==> src/rtl/overflow_guard_accum.sv <==
// Frame accumulator behind a WIDTH-bit adder with full-carry overflow detection.
// Optional build macro ACCUM_SAT_EN: saturate acc on overflow instead of wrapping.
module overflow_guard_accum #(
  parameter int WIDTH = 4,
  parameter int COUNT = 4
) (
  input  logic             clk,
  input  logic             rst_n,
  input  logic             in_valid,
  output logic             in_ready,
  input  logic [WIDTH-1:0] in_a,
  input  logic [WIDTH-1:0] in_b,
  output logic             out_valid,
  input  logic             out_ready,
  output logic [WIDTH-1:0] out_sum,
  output logic             out_ovf,
  output logic [7:0]       ovf_frames
);

  typedef enum logic [1:0] {
    IDLE  = 2'd0,
    ACCUM = 2'd1,
    HOLD  = 2'd2,
    SPARE = 2'd3
  } state_t;

  localparam logic [7:0] CNT_LAST = 8'(COUNT);

  state_t           state_q, state_d;
  logic [WIDTH-1:0] acc_q, acc_d;
  logic [7:0]       cnt_q, cnt_d;
  logic             flag_q, flag_d;
  logic [7:0]       frames_q, frames_d;
  logic             rdy_q;
  logic             ov_q, ov_d;
  logic [WIDTH-1:0] os_q, os_d;
  logic             oo_q, oo_d;

  logic [WIDTH:0]   psum;
  logic [WIDTH-1:0] base;
  logic [WIDTH+1:0] total;
  logic             ovf_ev;
  logic [WIDTH-1:0] acc_nx;
  logic [7:0]       cnt_inc;
  logic             accept;

  assign in_ready = rdy_q &&
                    (state_q == IDLE || state_q == ACCUM);
  assign accept   = in_valid && in_ready;
  assign cnt_inc  = cnt_q + 8'd1;

  // Two guard bits keep the sum exact; overflow is any carry out of WIDTH.
  always_comb begin
    psum   = {1'b0, in_a} + {1'b0, in_b};
    base   = (state_q == IDLE) ? '0 : acc_q;
    total  = {2'b00, base} + {1'b0, psum};
    ovf_ev = |total[WIDTH+1:WIDTH];
`ifdef ACCUM_SAT_EN
    acc_nx = ovf_ev ? '1 : total[WIDTH-1:0];
`else
    acc_nx = total[WIDTH-1:0];
`endif
  end

  always_comb begin
    state_d  = state_q;
    acc_d    = acc_q;
    cnt_d    = cnt_q;
    flag_d   = flag_q;
    frames_d = frames_q;
    case (state_q)
      IDLE: begin
        if (accept) begin
          acc_d   = acc_nx;
          cnt_d   = 8'd1;
          flag_d  = ovf_ev;
          state_d = (COUNT == 1) ? HOLD : ACCUM;
        end
      end
      ACCUM: begin
        if (accept) begin
          acc_d  = acc_nx;
          cnt_d  = cnt_inc;
          flag_d = flag_q | ovf_ev;
          if (cnt_inc == CNT_LAST)
            state_d = HOLD;
        end
      end
      HOLD: begin
        if (out_ready) begin
          state_d = IDLE;
          acc_d   = '0;
          cnt_d   = '0;
          flag_d  = 1'b0;
          if (flag_q && frames_q != 8'hFF)
            frames_d = frames_q + 8'd1;
        end
      end
      default: begin
        state_d = IDLE;
        acc_d   = '0;
        cnt_d   = '0;
        flag_d  = 1'b0;
      end
    endcase
  end

  // Result registers mirror HOLD so they are stable for the whole stall.
  always_comb begin
    ov_d = (state_d == HOLD);
    os_d = (state_d == HOLD) ? acc_d : '0;
    oo_d = (state_d == HOLD) ? flag_d : 1'b0;
  end

  always_ff @(posedge clk or negedge rst_n) begin
    if (!rst_n) begin
      state_q  <= IDLE;
      acc_q    <= '0;
      cnt_q    <= '0;
      flag_q   <= 1'b0;
      frames_q <= '0;
      rdy_q    <= 1'b0;
      ov_q     <= 1'b0;
      os_q     <= '0;
      oo_q     <= 1'b0;
    end else begin
      state_q  <= state_d;
      acc_q    <= acc_d;
      cnt_q    <= cnt_d;
      flag_q   <= flag_d;
      frames_q <= frames_d;
      rdy_q    <= 1'b1;
      ov_q     <= ov_d;
      os_q     <= os_d;
      oo_q     <= oo_d;
    end
  end

  assign out_valid  = ov_q;
  assign out_sum    = os_q;
  assign out_ovf    = oo_q;
  assign ovf_frames = frames_q;

endmodule

==> config.mk <==
export PLATFORM = sky130hd
export DESIGN_NAME = overflow_guard_accum
export DESIGN_NICKNAME = d
export VERILOG_FILES = /design/src/rtl/overflow_guard_accum.sv
export SDC_FILE = /design/constraint.sdc
export NUM_CORES = 1
export LEC_CHECK = 0
export CAP_MARGIN = 10
export CELL_PAD_IN_SITES_DETAIL_PLACEMENT = 1
export CELL_PAD_IN_SITES_GLOBAL_PLACEMENT = 2
export CORE_MARGIN = 2
export CORE_UTILIZATION = 36
export CTS_CLUSTER_SIZE = 40
export DETAILED_ROUTE_END_ITERATION = 7
export PLACE_DENSITY = 0.83
export SYNTH_ARGS = -nofsm -noshare
export SYNTH_HDL_FRONTEND = slang
export SYNTH_SLANG_ARGS = --single-unit
export TNS_END_PERCENT = 1
==> constraint.sdc <==
create_clock -name clk -period 4.55 [get_ports clk]
set_clock_uncertainty 0.05 [all_clocks]
set_input_delay 0.6825 -clock clk [delete_from_list [all_inputs] [get_ports clk]]
set_output_delay 0.6825 -clock clk [all_outputs]
set_load 0.03 [all_outputs]
After elaboration in Yosys (flattened, before gate mapping)
Cells that the tools add are included.

cells by class
  add/sub/neg operators = 4
  multiply operators = 0
  reduce and logical (&&, ||, !) cells = 9
  magnitude comparators = 0
  shifts and indexed selects = 0
  eq/ne operators = 8
  div/mod/pow operators = 0
  bitwise gates (word level) = 1
  mux-type cells = 19

operators with widths
  operator                                             number
  two-way mux 8 bit                                    3
  one-hot mux 8 bit (3 select lines)                   1
  adder 8 x 1 -> 8 bit, second input constant          2
  two-way mux 4 bit                                    4
  equality test 8 x 3 -> 1 bit, second input constant  1
  two-way mux 2 bit                                    4
  inequality test 8 bit, second input constant         1
  one-hot mux 4 bit (2 select lines)                   1
  adder 4 x 5 -> 6 bit                                 1
  inequality test 2 bit, second input constant         3
  one-hot mux 2 bit (3 select lines)                   1
  AND reduction 3 bit                                  2
  adder 4 x 4 -> 5 bit                                 1
  equality test 2 bit, second input constant           2
  two-way mux 1 bit                                    4
  OR reduction 2 bit                                   2
  logical AND 1 bit                                    3
  one-hot mux 1 bit (3 select lines)                   1
  equality test 2 x 1 -> 1 bit, second input constant  1
  zero test 2 bit                                      1
  logical OR 1 bit                                     1
  OR 1 bit                                             1

word-level totals
  register bits = 30
  memories = 0
  output and inout bits = 15
  RAM bits = 0
  bits in latches = 0
  logic and storage cells = 50
  ROM bits = 0
  bits of input ports = 12

Depth between registers and ports, before layout
Gate-level depths: netlist of the first run.

  word-level depth = 8
  depth in mapped cells = 10
  mapped depth without buffers = 9

Worst setup path before layout of the first run
OpenSTA, ideal clock, no wires.

  kind = input to register
  from = input in_a[1]
  to = register os_q[3] (netlist: out_sum[3])
  stages on the path = 8
  library setup time = 119 ps
  arrival = 2,336 ps
  setup slack = 2,045 ps
  data required time = 4,381 ps
  buffers on the path = 0
  cell sequence = inv_1 fa_1 inv_1 ha_1 fa_1 xor2_1 a22o_1 and2_1

between the ends
  longest elaborated chain between the ends = 5

RTL lines
  what                                line    RTL
  start: declaration                  11      input logic [WIDTH-1:0] in_a,
  adder 4 x 4 -> 5 bit                54      psum = {1'b0, in_a} + {1'b0, in_b};
  adder 4 x 5 -> 6 bit                56      total = {2'b00, base} + {1'b0, psum};
  two-way mux 4 bit                   73, 81
  one-hot mux 4 bit (2 select lines)  71      case (state_q)
  named net acc_d[3]                  30      logic [WIDTH-1:0] acc_q, acc_d;
  two-way mux 4 bit                   111     os_d = (state_d == HOLD) ? acc_d : '0;
  named net os_d[3]                   36      logic [WIDTH-1:0] os_q, os_d;
  end signal: assignment              134     os_q <= os_d;
  end: declaration                    36

The timed path passes the listed nets, and every way through them passes these cells.
A chain may end at the register's enable or synchronous reset.

Worst setup path after layout of the first run
  from = input in_a[1]
  to = register oo_q (netlist: out_ovf)

between the ends
  longest elaborated chain between the ends = 7
  elaborated cells between the ends (all ways) = 8
  those cells by class = add/sub: 2; mux: 4; bitwise: 1; reduce/logical: 1

RTL lines
  what                                  line  RTL
  adder 4 x 4 -> 5 bit *                54
  adder 4 x 5 -> 6 bit *                56
  OR reduction 2 bit *                  57    ovf_ev = |total[WIDTH+1:WIDTH];
  OR 1 bit                              84    flag_d = flag_q | ovf_ev;
  two-way mux 1 bit                     81    if (accept) begin
  one-hot mux 1 bit (3 select lines) *  71
  two-way mux 1 bit *                   112   oo_d = (state_d == HOLD) ? flag_d : 1'b0;
  named net oo_d                        37    logic oo_q, oo_d;
  end signal: assignment                135   oo_q <= oo_d;
  end: declaration                      37

The timed path passes the listed nets; every way through them passes the cells marked *.

==> flow_summary_export.csv, run 1 <==
group,metric,value,unit
synthesis,mappedNetlistArea,0.00160,mm^2
timing,rsz0062_at_grt,"no",
detailed_routing,drt-wirelength-per-cell,14.8,um
pwr,power.sequential.fraction,0.402,
setup_path,setup_crit_start_kind,"primary input",
clock_tree,cts.sink_count,30,
global_route,grt_antenna_before_repair,0,
hold_path,holdCritPathClass,"flop to flop",
layout,finalCoreUtilization,0.465,
pwr,p_leak,0.974,nW
setup_path,max_incr_delay_on_cp,530,ps
synthesis,synth_area_leaders,"sky130_fd_sc_hd__dfrtp_1 47%, sky130_fd_sc_hd__fa_1 6.3%, sky130_fd_sc_hd__ha_1 3.9%",
placement,detailedPlace.worstSlack,1470,ps
detailed_routing,dr.pass1.iters,4,
pwr,power_report.internal_total,0.000610,W
clock_tree,ctsResizeCount,0,
pwr,vdd.ir_drop.worst,0.000209,V
timing,slew_violations,0,
detailed_routing,drt.antenna.violating_nets,0,
global_route,grt_usage,0.152,
placement,place_congestion,0.868,
timing,final_period_minus_worst_setup_slack,2790,ps
run,drv_cap,0,
setup_path,reg2regPathDepth,9,
floorplanning,die_w,70.6,um
global_route,grt_first_pass_wirelength,6.03,mm
synthesis,synth_top_cells_by_count,"30 x sky130_fd_sc_hd__dfrtp_1, 13 x sky130_fd_sc_hd__inv_1, 12 x sky130_fd_sc_hd__nand2_1",
synthesis,synth_warnings,0,
layout,syn_to_final_growth,26.0,%
pwr,p_clk_frac,0.266,
clock_tree,cts-hold-fix-buffers,0,
global_route,number_of_global_route_vias_before_repair,1311,
synthesis,yosys_register_bits,30,
timing,timing.final.crit_share,0.613,
timing,setup_tns,0,ps
synthesis,async_reset_ff_frac,1.00,
detailed_routing,dr_total_vias,1183,
pwr,cellPowerDensity,459,mW/mm^2
synthesis,synth.most_common_cell,"sky130_fd_sc_hd__dfrtp_1",
global_route,globalRouteOverflowTotal,0,
clock_tree,tritoncts.num_buffers,5,
setup_path,critical-path-top-delay-family,"adder cells",
timing,setup_violation_total_in_the_final_timing_report,0,
floorplanning,die_outline_height,70.6,um
status,outcome,"completed",
floorplanning,initial_utilization,0.369,
synthesis,synth_largest_type_area_fraction,0.470,
setup_path,cp_slowest_cell,"sky130_fd_sc_hd__fa_1",
clock_tree,h-tree-depth,2,
timing,post-route-worst-setup-slack,1760,ps
detailed_routing,drtIter0Drc,35,
clock_tree,clock_path_buffers,2,
hold_path,holdPathEnd,"ovf_frames[6]",
timing,hold_viol,0,
pwr,switching_power,0.000313,W
synthesis,syn_inst,147,
floorplanning,ioPinCount,27,
synthesis,yosysTopAreaCell,"sky130_fd_sc_hd__dfrtp_1",
timing,worst_hold_check_slack,449,ps
detailed_routing,avgViaCountPerCell,5.12,
setup_path,critical_path.reg2reg.endpoint,"out_ovf",
detailed_routing,drt-total-wl,3.43,mm
setup_path,critical_path.cell_chain,"clkdlybuf4s50_1 > inv_1 > fa_1 > inv_1 > ha_1 > fa_1 > nor3_1 > nand3_1 > nand3_1 > a21oi_1",
placement,dp_hpwl,2.63,mm
layout,post_route_cells_drive_above_1_share,0.0838,
clock_tree,root_buffer,"sky130_fd_sc_hd__clkbuf_8",
floorplanning,fp.coreArea,0.00432,mm^2
placement,port_buffers,26,
pwr,switching_share,0.339,
clock_tree,insertion_delay,270,ps
detailed_routing,drc,0,
setup_path,critical_path.n_buffers_inverters,3,
synthesis,synth_net_count,169,
clock_tree,clock_tree_from_tritoncts,"done",
synthesis,number_of_enable_flip_flop_cells_after_synthesis,0,
hold_path,min_path_cells,1,
setup_path,worst_r2r_startpoint,"state_q[1]",
synthesis,synth_seq_area_share,0.470,
timing,fmaxAchievable,0.359,GHz
synthesis,syn_avg_cell_area,10.9,um^2
layout,layout.nets,200,
setup_path,crit_path_end_kind,"flop",
clock_tree,clk_transition_reported_paths,60,ps
clock_tree,cts.repair_timing.setup_buffer_count,0,
floorplanning,core.rowCount,24,
setup_path,critical_path_peak_fanout,2,
pwr,comb_power_share,0.333,
setup_path,setup.reg_to_reg.worst_slack,1860,ps
global_route,grt_start_max_net_pins,31,
hold_path,min_from,"ovf_frames[6]",
synthesis,ys.flop_type,"sky130_fd_sc_hd__dfrtp_1",
setup_path,worst-endpoint-required,4640,ps
floorplanning,die_area,0.00498,mm^2
setup_path,crit_arrival,2880,ps
setup_path,crit_type,"primary input to flop",
synthesis,yosys.cell_types.count,44,
layout,diode_count,0,
registers in the layout, indices dropped and copies added (netlist names):
register and cells:
cnt_q 8, ovf_frames 8, acc_q 4, out_sum 4
state_q 2, flag_q 1, out_ovf 1, out_valid 1
rdy_q 1
worst max path at each step:
stage	start	end	slack, ps	cells past startpoint
floorplan	in_a[1]	out_sum[3]	2050	8
detailed placement	in_a[1]	out_ovf	1470	10
global route	in_a[1]	out_ovf	1600	10
CTS	in_a[1]	out_ovf	1760	10
finish	in_a[1]	out_ovf	1760	10
global placement	in_a[1]	out_sum[3]	1540	9
metrics by stage:
step | power [W] | std cells | instance area (um^2)
2_1_floorplan | 0.000597 | 147 | 1600
3_3_place_gp | 0.000667 | 223 | 1900
3_5_place_dp | 0.000687 | 223 | 1900
4_1_cts | 0.000938 | 231 | 2010
5_1_grt | 0.00100 | 231 | 2010
6_report | 0.000924 | 231 | 2010
power groups by stage:
stage / Combinational (W) / Sequential, W / Clock, W
3_3_place_gp: 0.000293 / 0.000374 / 0
3_5_place_dp: 0.000310 / 0.000377 / 0
5_1_grt: 0.000350 / 0.000380 / 0.000272
6_report: 0.000307 / 0.000371 / 0.000245
4_1_cts: 0.000312 / 0.000371 / 0.000256
2_1_floorplan: 0.000233 / 0.000364 / 0
cells in the final DEF (no fill, tap or decap), types with 2 or more instances in the layout:
cell	netlist	final
sky130_fd_sc_hd__nand2_1	12	12
sky130_fd_sc_hd__xnor2_1	4	4
sky130_fd_sc_hd__o21bai_1	2	2
sky130_fd_sc_hd__clkbuf_8	0	8
sky130_fd_sc_hd__dfrtp_1	30	30
sky130_fd_sc_hd__clkdlybuf4s50_1	0	26
sky130_fd_sc_hd__inv_1	13	13
sky130_fd_sc_hd__fa_1	5	5
sky130_fd_sc_hd__ha_1	5	5
sky130_fd_sc_hd__a21o_1	2	2
sky130_fd_sc_hd__and4_1	2	2
sky130_fd_sc_hd__a22o_1	5	5
sky130_fd_sc_hd__and3_1	3	3
sky130_fd_sc_hd__nor2_1	9	9
sky130_fd_sc_hd__nand3_1	5	5
sky130_fd_sc_hd__and2_1	4	4
sky130_fd_sc_hd__o21ai_0	9	9
sky130_fd_sc_hd__nand4_1	4	4
sky130_fd_sc_hd__xor2_1	5	5
cells by family (layout without fill, tap and decap cells):
logic type               count (synthesis)  after routing  synth area share
adder cells (fa/ha/maj)                 10             10             0.102
other                                    1              1           0.00235
AO/OA/AOI/OAI                           31             31             0.150
flip-flops                              30             30             0.470
AND/OR/NAND/NOR                         48             48             0.169
multiplexers                             1              1           0.00705
buffers and inverters                   17             49            0.0502
XOR/XNOR                                 9              9            0.0494
per-layer routing:
layer / wire, um / track usage
met2: 1700 / 0.251
met5: 0 / 0
met4: 21 / 0.0377
met1: 1530 / 0.194
met3: 174 / 0.0541
final cells by class:
cell class | count | area (um^2)
Clock buffer | 8 | 110
Fill cell | 486 | 2310
Inverter | 14 | 52.6
Multi-Input combinational cell | 100 | 766
Sequential cell | 30 | 751
Tap cell | 52 | 65.1
Timing Repair Buffer | 27 | 268
Note: power is estimated with default switching activity, not from simulation.
==> run 2: changes to the inputs <==
--- a/config.mk
+++ b/config.mk
@@ -9,10 +9,10 @@
 export CELL_PAD_IN_SITES_DETAIL_PLACEMENT = 1
 export CELL_PAD_IN_SITES_GLOBAL_PLACEMENT = 2
 export CORE_MARGIN = 2
-export CORE_UTILIZATION = 36
+export CORE_UTILIZATION = 34
 export CTS_CLUSTER_SIZE = 40
 export DETAILED_ROUTE_END_ITERATION = 7
-export PLACE_DENSITY = 0.83
+export PLACE_DENSITY = 0.79
 export SYNTH_ARGS = -nofsm -noshare
 export SYNTH_HDL_FRONTEND = slang
 export SYNTH_SLANG_ARGS = --single-unit
==> constraint.sdc (replaced) <==
create_clock -name clk -period 2.7 [get_ports clk]
set_clock_uncertainty 0.05 [all_clocks]
set_input_delay 0.405 -clock clk [delete_from_list [all_inputs] [get_ports clk]]
set_output_delay 0.405 -clock clk [all_outputs]
set_load 0.03 [all_outputs]
==> run 2 against run 1 <==
  * Sequential cell count did not move
  * Total power rose by 86%
  * Die area rose by 5.5%
  * Non-clock buffer count is 1 higher
  * Clock-buffer cell count decreased by 2
  * Sequential power grew 67%
  * Final area is 2.1% higher
  * Worst hold slack lost 7.1 ps
  * Worst setup slack got worse by 1600 ps
  * Register-to-register slack got worse by 1600 ps
==> flow_summary_export.csv, run 2 (synthesized netlist as in run 1, its figures left out) <==
group,metric,value,unit
status,outcome,"completed",
setup_path,crit_path_end_kind,"flop",
clock_tree,tritoncts.num_buffers,5,
timing,rsz0062_at_grt,"no",
global_route,grt_start_max_net_pins,31,
pwr,p_leak,0.993,nW
layout,syn_to_final_growth,28.6,%
global_route,number_of_global_route_vias_before_repair,1314,
placement,port_buffers,26,
floorplanning,core.rowCount,24,
timing,final_period_minus_worst_setup_slack,2500,ps
timing,hold_viol,0,
clock_tree,cts.sink_count,30,
floorplanning,fp.coreArea,0.00444,mm^2
clock_tree,clock_path_buffers,2,
setup_path,critical_path.reg2reg.endpoint,"out_sum[3]",
layout,ff_latch_area,752,um^2
layout,instances_no_fill,232,
setup_path,crit_type,"primary input to flop",
timing,post-route-worst-setup-slack,197,ps
layout,layout.nets,201,
pwr,cellPowerDensity,837,mW/mm^2
timing,setup_tns,0,ps
global_route,globalRouteOverflowTotal,0,
layout,final_cell_mix,"29 x sky130_fd_sc_hd__dfrtp_1, 26 x sky130_fd_sc_hd__clkdlybuf4s50_1, 13 x sky130_fd_sc_hd__inv_1",
floorplanning,die_area,0.00526,mm^2
setup_path,worst_r2r_startpoint,"state_q[0]",
placement,place_congestion,0.801,
floorplanning,initial_utilization,0.359,
layout,layout_commonest_cell,"sky130_fd_sc_hd__dfrtp_1",
setup_path,setup_crit_start_kind,"primary input",
timing,timing.final.crit_share,0.927,
floorplanning,die_outline_height,72.5,um
setup_path,reg2regPathDepth,8,
placement,detailedPlace.worstSlack,-97.6,ps
global_route,grt_usage,0.154,
setup_path,worst-endpoint-required,2820,ps
clock_tree,insertion_delay,280,ps
layout,finalCoreUtilization,0.462,
detailed_routing,avgViaCountPerCell,5.22,
setup_path,crit_arrival,2620,ps
setup_path,startpoint,"in_a[1]",
pwr,vdd.ir_drop.worst,0.000449,V
layout,multi_input_comb_area,766,um^2
detailed_routing,dr_total_vias,1212,
hold_path,holdCritPathClass,"flop to flop",
floorplanning,die_w,72.5,um
timing,setup_violation_total_in_the_final_timing_report,0,
setup_path,critical_path_peak_fanout,2,
setup_path,setup.reg_to_reg.worst_slack,250,ps
placement,placed_cells,224,
timing,slew_violations,0,
layout,post_route_cells_drive_above_1_share,0.0944,
run,drv_cap,0,
clock_tree,clk_transition_reported_paths,70,ps
hold_path,holdPathEnd,"ovf_frames[6]",
timing,fmaxAchievable,0.400,GHz
layout,filler_cells,509,
clock_tree,h-tree-depth,2,
global_route,grt_first_pass_wirelength,6.29,mm
hold_path,min_from,"ovf_frames[6]",
placement,dp_hpwl,2.74,mm
floorplanning,ioPinCount,27,
detailed_routing,dr.pass1.iters,4,
detailed_routing,drtIter0Drc,39,
clock_tree,clock_tree_from_tritoncts,"done",
detailed_routing,drt.antenna.violating_nets,0,
detailed_routing,drt-wirelength-per-cell,15.4,um
detailed_routing,drt-total-wl,3.58,mm
clock_tree,root_buffer,"sky130_fd_sc_hd__clkbuf_8",
layout,diode_count,0,
global_route,grt_antenna_before_repair,0,
hold_path,min_path_cells,1,
detailed_routing,drc,0,
[run 2: cell count changes in the layout (fill, tap and decap cells not counted)]
cell                        previous run  this run
sky130_fd_sc_hd__buf_4                 1         2
sky130_fd_sc_hd__bufinv_16             0         2
sky130_fd_sc_hd__clkbuf_8              8         6
sky130_fd_sc_hd__dfrtp_1              30        29
sky130_fd_sc_hd__dfrtp_2               0         1
[run 2: timing repair]
item / 4_1_cts / 5_1_grt
setup endpoints to repair: 0 / 2
hold buffers: 0 / 0
setup buffers: 0 / 0
resized for setup: 0 / 1
[run 2: power breakdown]
group	leakage [nW]	internal, W	switching [W]
registers	0.397	0.000531	0.0000904
clock network	0.0714	0.000394	0.000171
logic	0.524	0.000246	0.000287
[run 2: metal layers]
metal  routed length (um)  GRT usage  up-vias  part of all wire
met5                    0          0        -                 0
met2                 1810      0.257       26              0.51
met4                   32     0.0432        0            0.0089
met1                 1600      0.200      611              0.45
met3                  136     0.0361        4             0.038
li1                     -          -      571                 -
[run 2: how the worst max path moves through the flow]
stage	end	slack [ps]	depth (start not counted)
floorplan	out_sum[3]	270	9
global route	flag_q	60	10
detailed placement	out_sum[3]	-100	9
CTS	out_ovf	120	9
finish	out_sum[3]	200	9
global placement	out_sum[3]	-30	9
[run 2: cell type report]
| type | instances | share of cell area |
|---|---|---|
| Multi-Input combinational cell | 100 | 0.373 |
| Sequential cell | 30 | 0.366 |
| Timing Repair Buffer | 28 | 0.134 |
| Clock buffer | 6 | 0.0402 |
| Tap cell | 52 | 0.0317 |
| Clock inverter | 2 | 0.0293 |
| Inverter | 14 | 0.0256 |
[run 2: through the flow]
stage	power (W)	area, um^2	hold WS, ps
floorplan	0.00101	1600	59.4
detailed placement	0.00117	1910	445
finish	0.00172	2050	442
CTS	0.00174	2050	454
global route	0.00185	2050	465
global placement	0.00113	1910	432
[run 2: worst max-delay path, stage by stage]
cell,delay (ps)
sky130_fd_sc_hd__clkdlybuf4s50_1,460
sky130_fd_sc_hd__inv_1,60
sky130_fd_sc_hd__fa_1,530
sky130_fd_sc_hd__inv_1,50
sky130_fd_sc_hd__ha_1,220
sky130_fd_sc_hd__fa_1,420
sky130_fd_sc_hd__xor2_1,160
sky130_fd_sc_hd__a22o_1,180
sky130_fd_sc_hd__and2_1,150
==> variant 1 (settings of run 2) <==
Remove the register `oo_q`: a continuous assignment takes its place, so the output `out_ovf` follows one clock earlier.
--- a/src/rtl/overflow_guard_accum.sv
+++ b/src/rtl/overflow_guard_accum.sv
@@ -124,3 +124,2 @@
       os_q     <= '0;
-      oo_q     <= 1'b0;
     end else begin
@@ -134,5 +133,6 @@
       os_q     <= os_d;
-      oo_q     <= oo_d;
     end
   end
+
+  assign oo_q = oo_d;
 
Behaviour: not the same (Yosys sat finds a counterexample within 10 cycles, from zero or initial values and one cycle with rst_n low).
==> variant 1 against run 2 <==
- the run now ends with setup timing left
- sequential share of layout area down 2.4 points
- synthesized cell count down 0.68%
- via count up 3.3%
- design area up 3.2%
- total power down 3.5%
- sequential cell count down 1
- register-to-register slack worse by 60 ps
- synthesized area down 1.6%
- first-iteration DRC count up 38%
- setup slack worse by 480 ps
- combinational power up 36%
- routed wire length up 6.2%
- non-clock buffer count up 15
- largest power group is now combinational logic
- highest routed layer unchanged
==> variant 1: results (changes against run 2) <==
- Outcome: finished with violations
- Failing checks: setup timing
- Met2 Resource Use GR: 27.8% (+2.1 points)
- Final setup violation count: 1 (+1)
- Syn_area_per_cell: 10.8 µm² (-0.89%)
- Leakage: 1.03 nW (+4.2%)
- Post-DP HPWL: 2750 µm (+0.53%)
- Post-Syn Nets: 168 (-0.59%)
- Vias/cell: 5.09 (-2.6%)
- Xor-xnor portion of the synthesized cell area: 5.02% (+0.079 points)
- Mux contribution to synthesized area: 0.717% (+0.011 points)
- Fillers: 493 (-3.1%)
- Vias in the first global route: 1399 (+6.5%)
- Placed insts: 234 (+4.5%)
- Global placement routability congestion: 0.863 (+7.8%)
- Placed cell area: 1980 µm² (+3.9%)
- Adder-Cell Fraction of Synth Area: 10.4% (+0.16 points)
- M1 GR Usage: 20.5% (+0.55 points)
- Synth Area in Compound Gates: 15.2% (+0.24 points)
- Worst EP arrival: 2530 ps (-90 ps)
- Nets: 215 (+7.0%)
- Global Route Usage Sum: 16.7% (+1.3 points)
- Worst Hold End: ovf_frames[6]
- First-pass GRT wire length: 6620 µm (+5.2%)
- Sequential share of the synthesized area: 46.2% (-0.84 points)
- CP Max Fanout: 4 (+2)
- DRT iter0 DRCs: 54 (+38%)
- Routed len/inst: 15.4 µm (+0.14%)
- Largest net degree at the start of global routing: 30 (-3.2%)
- Final Worst Setup Slack: -282 ps (-479 ps)
- Finished Layout Cells: 246 (+6.0%)
- CTS root buffer: clkbuf_8
- VDD IR max: 393 µV (-12%)
- Worst reg2reg path depth: 9 (+1)
- Worst R2R Setup Slack: 190 ps (-60 ps)
- Layout cells sized above 1: 19.1% (+9.6 points)
## variant 1: cell count changes after synthesis
cell	delta
dfrtp_1	-1
## variant 1: through the flow
step	setup WS [ps]	power, mW	hold WS (ps)	util [%]	setup TNS [ps]
detailed placement	-958	1.24	429	44.9	-1290
floorplan	1.23	1.00	59.4	-	0
global placement	-866	1.20	429	44.9	-1020
global route	-365	1.78	452	48.0	-365
CTS	-243	1.64	441	47.7	-243
finish	-282	1.66	434	48.0	-282
## variant 1: area by class of cell
| class | instances | area share, % |
|---|---|---|
| Multi-Input combinational cell | 100 | 37.9 |
| Timing Repair Buffer | 43 | 18.4 |
| Clock inverter | 2 | 0.473 |
| Tap cell | 52 | 3.07 |
| Inverter | 14 | 2.48 |
| Clock buffer | 6 | 3.43 |
| Sequential cell | 29 | 34.3 |
## variant 1: kinds of logic after synthesis
group | Yosys count
AOI/OAI and AO/OA | 31
and+or+nand+nor | 48
adders and majority gates | 10
buffers and inverters | 17
xor gates and xnor gates | 9
other | 1
DFF | 29
muxes | 1
## variant 1: how the worst max path moves through the flow
stage | start | endpoint | slack, ps | cells past startpoint
after CTS | state_q[1] | out_ovf | -240 | 9
after global placement | in_a[1] | out_ovf | -870 | 11
final | state_q[1] | out_ovf | -280 | 8
after detailed placement | in_a[1] | out_ovf | -960 | 11
after floorplan | state_q[1] | out_ovf | 1 | 10
after global routing | state_q[1] | out_ovf | -370 | 8
## variant 1: metal layers
layer  part of all wire (%)  wire length [µm]
met5                      0                 0
met4                    2.5                95
met3                    4.4               167
met2                     48              1810
met1                     46              1730
## variant 1: critical path, cell delays in order, from the launching register on
cell	delay (ps)
dfrtp_1	410
o21a_1	220
fa_1	500
ha_1	320
a21o_1	210
a211o_1	270
nand3_2	110
a21oi_4	60
buf_6	160
## variant 1: report_power, final
part | total, mW | switching, mW | internal [mW]
Combinational | 0.727 | 0.362 | 0.365
Sequential | 0.590 | 0.0768 | 0.513
Clock | 0.341 | 0.163 | 0.178
## variant 1: what timing repair did
| item | in CTS | in global routing |
|---|---|---|
| setup endpoints to repair | 1 | 1 |
| gates resized for setup | 15 | 3 |
| buffers inserted | 3 | 1 |
| pin swaps | 11 | 6 |
==> variant 2 (flow settings as in run 2) <==
Made on the original files. The parameter `WIDTH` goes from 4 to 5.
--- a/src/rtl/overflow_guard_accum.sv
+++ b/src/rtl/overflow_guard_accum.sv
@@ -3,3 +3,3 @@
 module overflow_guard_accum #(
-  parameter int WIDTH = 4,
+  parameter int WIDTH = 5,
   parameter int COUNT = 4
Interface: changed (resized in_a, in_b and out_sum); port bits go from 27 to 30. No check against the original RTL was run, so the function may have changed too.
==> variant 2 against run 2 <==
- maximum frequency is 1.7% lower
- sequential power is 3% higher
- synthesized cell count is 6.8% higher
- register-to-register slack worse by 80 ps
- setup slack worse by 44 ps
- count of clock-buffer cells in the layout is 2 higher
- sequential cell count is 2 higher
- worst hold slack better by 5.8 ps
- synthesized area is 7.4% higher
- first-iteration DRC count is 31% higher
- routed wire length is 9.9% higher
- total power is 0.96% higher
- utilization is 0.26 points higher
- design area is 8.3% higher
- critical path type unchanged
==> variant 2: results (changes against run 2) <==
- Outcome: finished clean
- Post-Syn Nets: 183 (+8.3%)
- Min-delay src: ovf_frames[7]
- CTS root buffer: clkbuf_8
- Largest net degree at the start of global routing: 33 (+6.5%)
- Clock Latency Late Sink: 270 ps
- Sequential share of the synthesized area: 46.7% (-0.31 points)
- Routed len/inst: 14.9 µm (-3.4%)
- Min-delay worst type: reg -> reg
- Worst R2R Setup Slack: 170 ps (-80 ps)
- Worst Hold End: ovf_frames[7]
- Max stage delay on crit path: 480 ps (-50 ps)
- Antenna Cells: 0 (unchanged)
- Port Buffers: 29 (+12%)
- Mux contribution to synthesized area: 1.31% (+0.61 points)
- Post-synthesis cell type count: 38 (-14%)
- Nets: 222 (+10%)
- Global placement routability congestion: 0.788 (-1.7%)
- Worst r2r dst: out_ovf
- DRT iter0 DRCs: 51 (+31%)
- Initial antenna violation count: 0 (unchanged)
- Yosys warns: 0 (unchanged)
- Xor-xnor portion of the synthesized cell area: 6.13% (+1.2 points)
- Worst EP arrival: 2660 ps (+40 ps)
- First-pass GRT wire length: 7030 µm (+12%)
- Critical Path Slowest Stage Cell: fa_1
- Num CTS Buffers: 5 (unchanged)
- FFs w/ async S/R, synth: 100% (unchanged)
- Final hold vios: 0 (unchanged)
- Fillers: 528 (+3.7%)
- CTS clock-pin slew for the worst setup and hold paths: 70 ps (about the same)
- DRT Pass-1 Iters: 4 (unchanged)
- Layout cells sized above 1: 12.2% (+2.7 points)
- Post_cts resized: 0 (unchanged)
- Synth Area in Compound Gates: 13.0% (-2.0 points)
- Largest cells by area after synthesis: dfrtp_1, fa_1, xnor2_1, ha_1, o21ai_0
- Leakage: 1.02 nW (+2.9%)
- Post-DP HPWL: 2970 µm (+8.6%)
- Global Route Usage Sum: 16.6% (+1.2 points)
- Worst reg2reg path depth: 10 (+2)
- CTS Buffer Depth: 2 (unchanged)
- CP Max Fanout: 3 (+1)
- Max H-tree Level: 2 (unchanged)
- Vias/cell: 4.94 (-5.5%)
- Hold path depth: 1 (unchanged)
- Vias in the first global route: 1445 (+10%)
- Commonest cells in the netlist: dfrtp_1, inv_1, o21ai_0
- Post-synth top flop: dfrtp_1
- Post-Place Worst Slack: -207 ps (-109 ps)
- VDD IR max: 467 µV (+4.1%)
- FF-to-FF Start: state_q[0]
- Adder-Cell Fraction of Synth Area: 11.4% (+1.2 points)
- Postcts setup bufs: 0 (unchanged)
- Post-synth EDFFs: 0 (unchanged)
[variant 2: cell types whose count changed in the layout (fill, tap and decap cells not counted), sizes merged, moves of 4 or more]
cell and delta:
and2 -4, buf +6, nor2b +9, xnor2 +5
[variant 2: cells by family (layout without fill, tap and decap cells)]
| family | count (synthesis) | in the layout |
|---|---|---|
| compound gates | 32 | 32 |
| xor+xnor | 12 | 12 |
| fa+ha+maj | 12 | 12 |
| buf+inv | 16 | 56 |
| flops | 32 | 32 |
| mux | 2 | 2 |
| other cells | 1 | 1 |
| simple gates | 50 | 50 |
[variant 2: metal layers]
layer | up-vias | wire length [µm] | GRT usage, %
li1 | 624 | - | -
met1 | 653 | 1770 | 22.0
met2 | 22 | 1970 | 27.0
met3 | 4 | 147 | 4.28
met4 | 0 | 42 | 4.56
met5 | - | 0 | 0
[variant 2: layout make-up]
cell class | count | share of cell area [%]
clock buffer | 8 | 4.05
inverter | 11 | 1.86
multi-input combinational | 109 | 38.5
sequential | 32 | 36.0
tap | 67 | 3.77
timing repair buffer | 37 | 15.8
[variant 2: worst max-delay path: cells and delay by family]
family	cells	cell delay, ps
simple gates	2	200
buf+inv	1	430
compound gates	3	540
fa+ha+maj	3	1080
[variant 2: report_power, final]
group | switching (mW) | internal (mW) | total (mW) | leakage (nW)
Combinational | 0.367 | 0.351 | 0.719 | 0.551
Clock | 0.168 | 0.208 | 0.376 | 0.0455
Sequential | 0.0711 | 0.570 | 0.641 | 0.425
Total | 0.606 | 1.13 | 1.74 | 1.02
[variant 2: how the worst max path moves through the flow]
| stage | endpoint | cells past startpoint | start | slack, ps |
|---|---|---|---|---|
| floorplan | out_ovf | 11 | state_q[0] | 40 |
| global placement | out_ovf | 9 | in_a[1] | -140 |
| detailed placement | out_ovf | 9 | in_a[1] | -210 |
| CTS | out_ovf | 10 | state_q[1] | 60 |
| global route | out_ovf | 10 | state_q[0] | 10 |
| finish | out_ovf | 9 | in_a[1] | 150 |
[variant 2: through the flow]
| stage | util (%) | instances | area, µm² | hold WS, ps | TNS, ps |
|---|---|---|---|---|---|
| final | 46.5 | 264 | 2220 | 448 | 0 |
| after global placement | 44.5 | 256 | 2130 | 429 | -210 |
| after detailed placement | 44.5 | 256 | 2130 | 441 | -352 |
| after floorplan | - | 157 | 1720 | 59.4 | 0 |
| after CTS | 46.4 | 264 | 2220 | 454 | 0 |
| after global routing | 46.5 | 264 | 2220 | 494 | 0 |
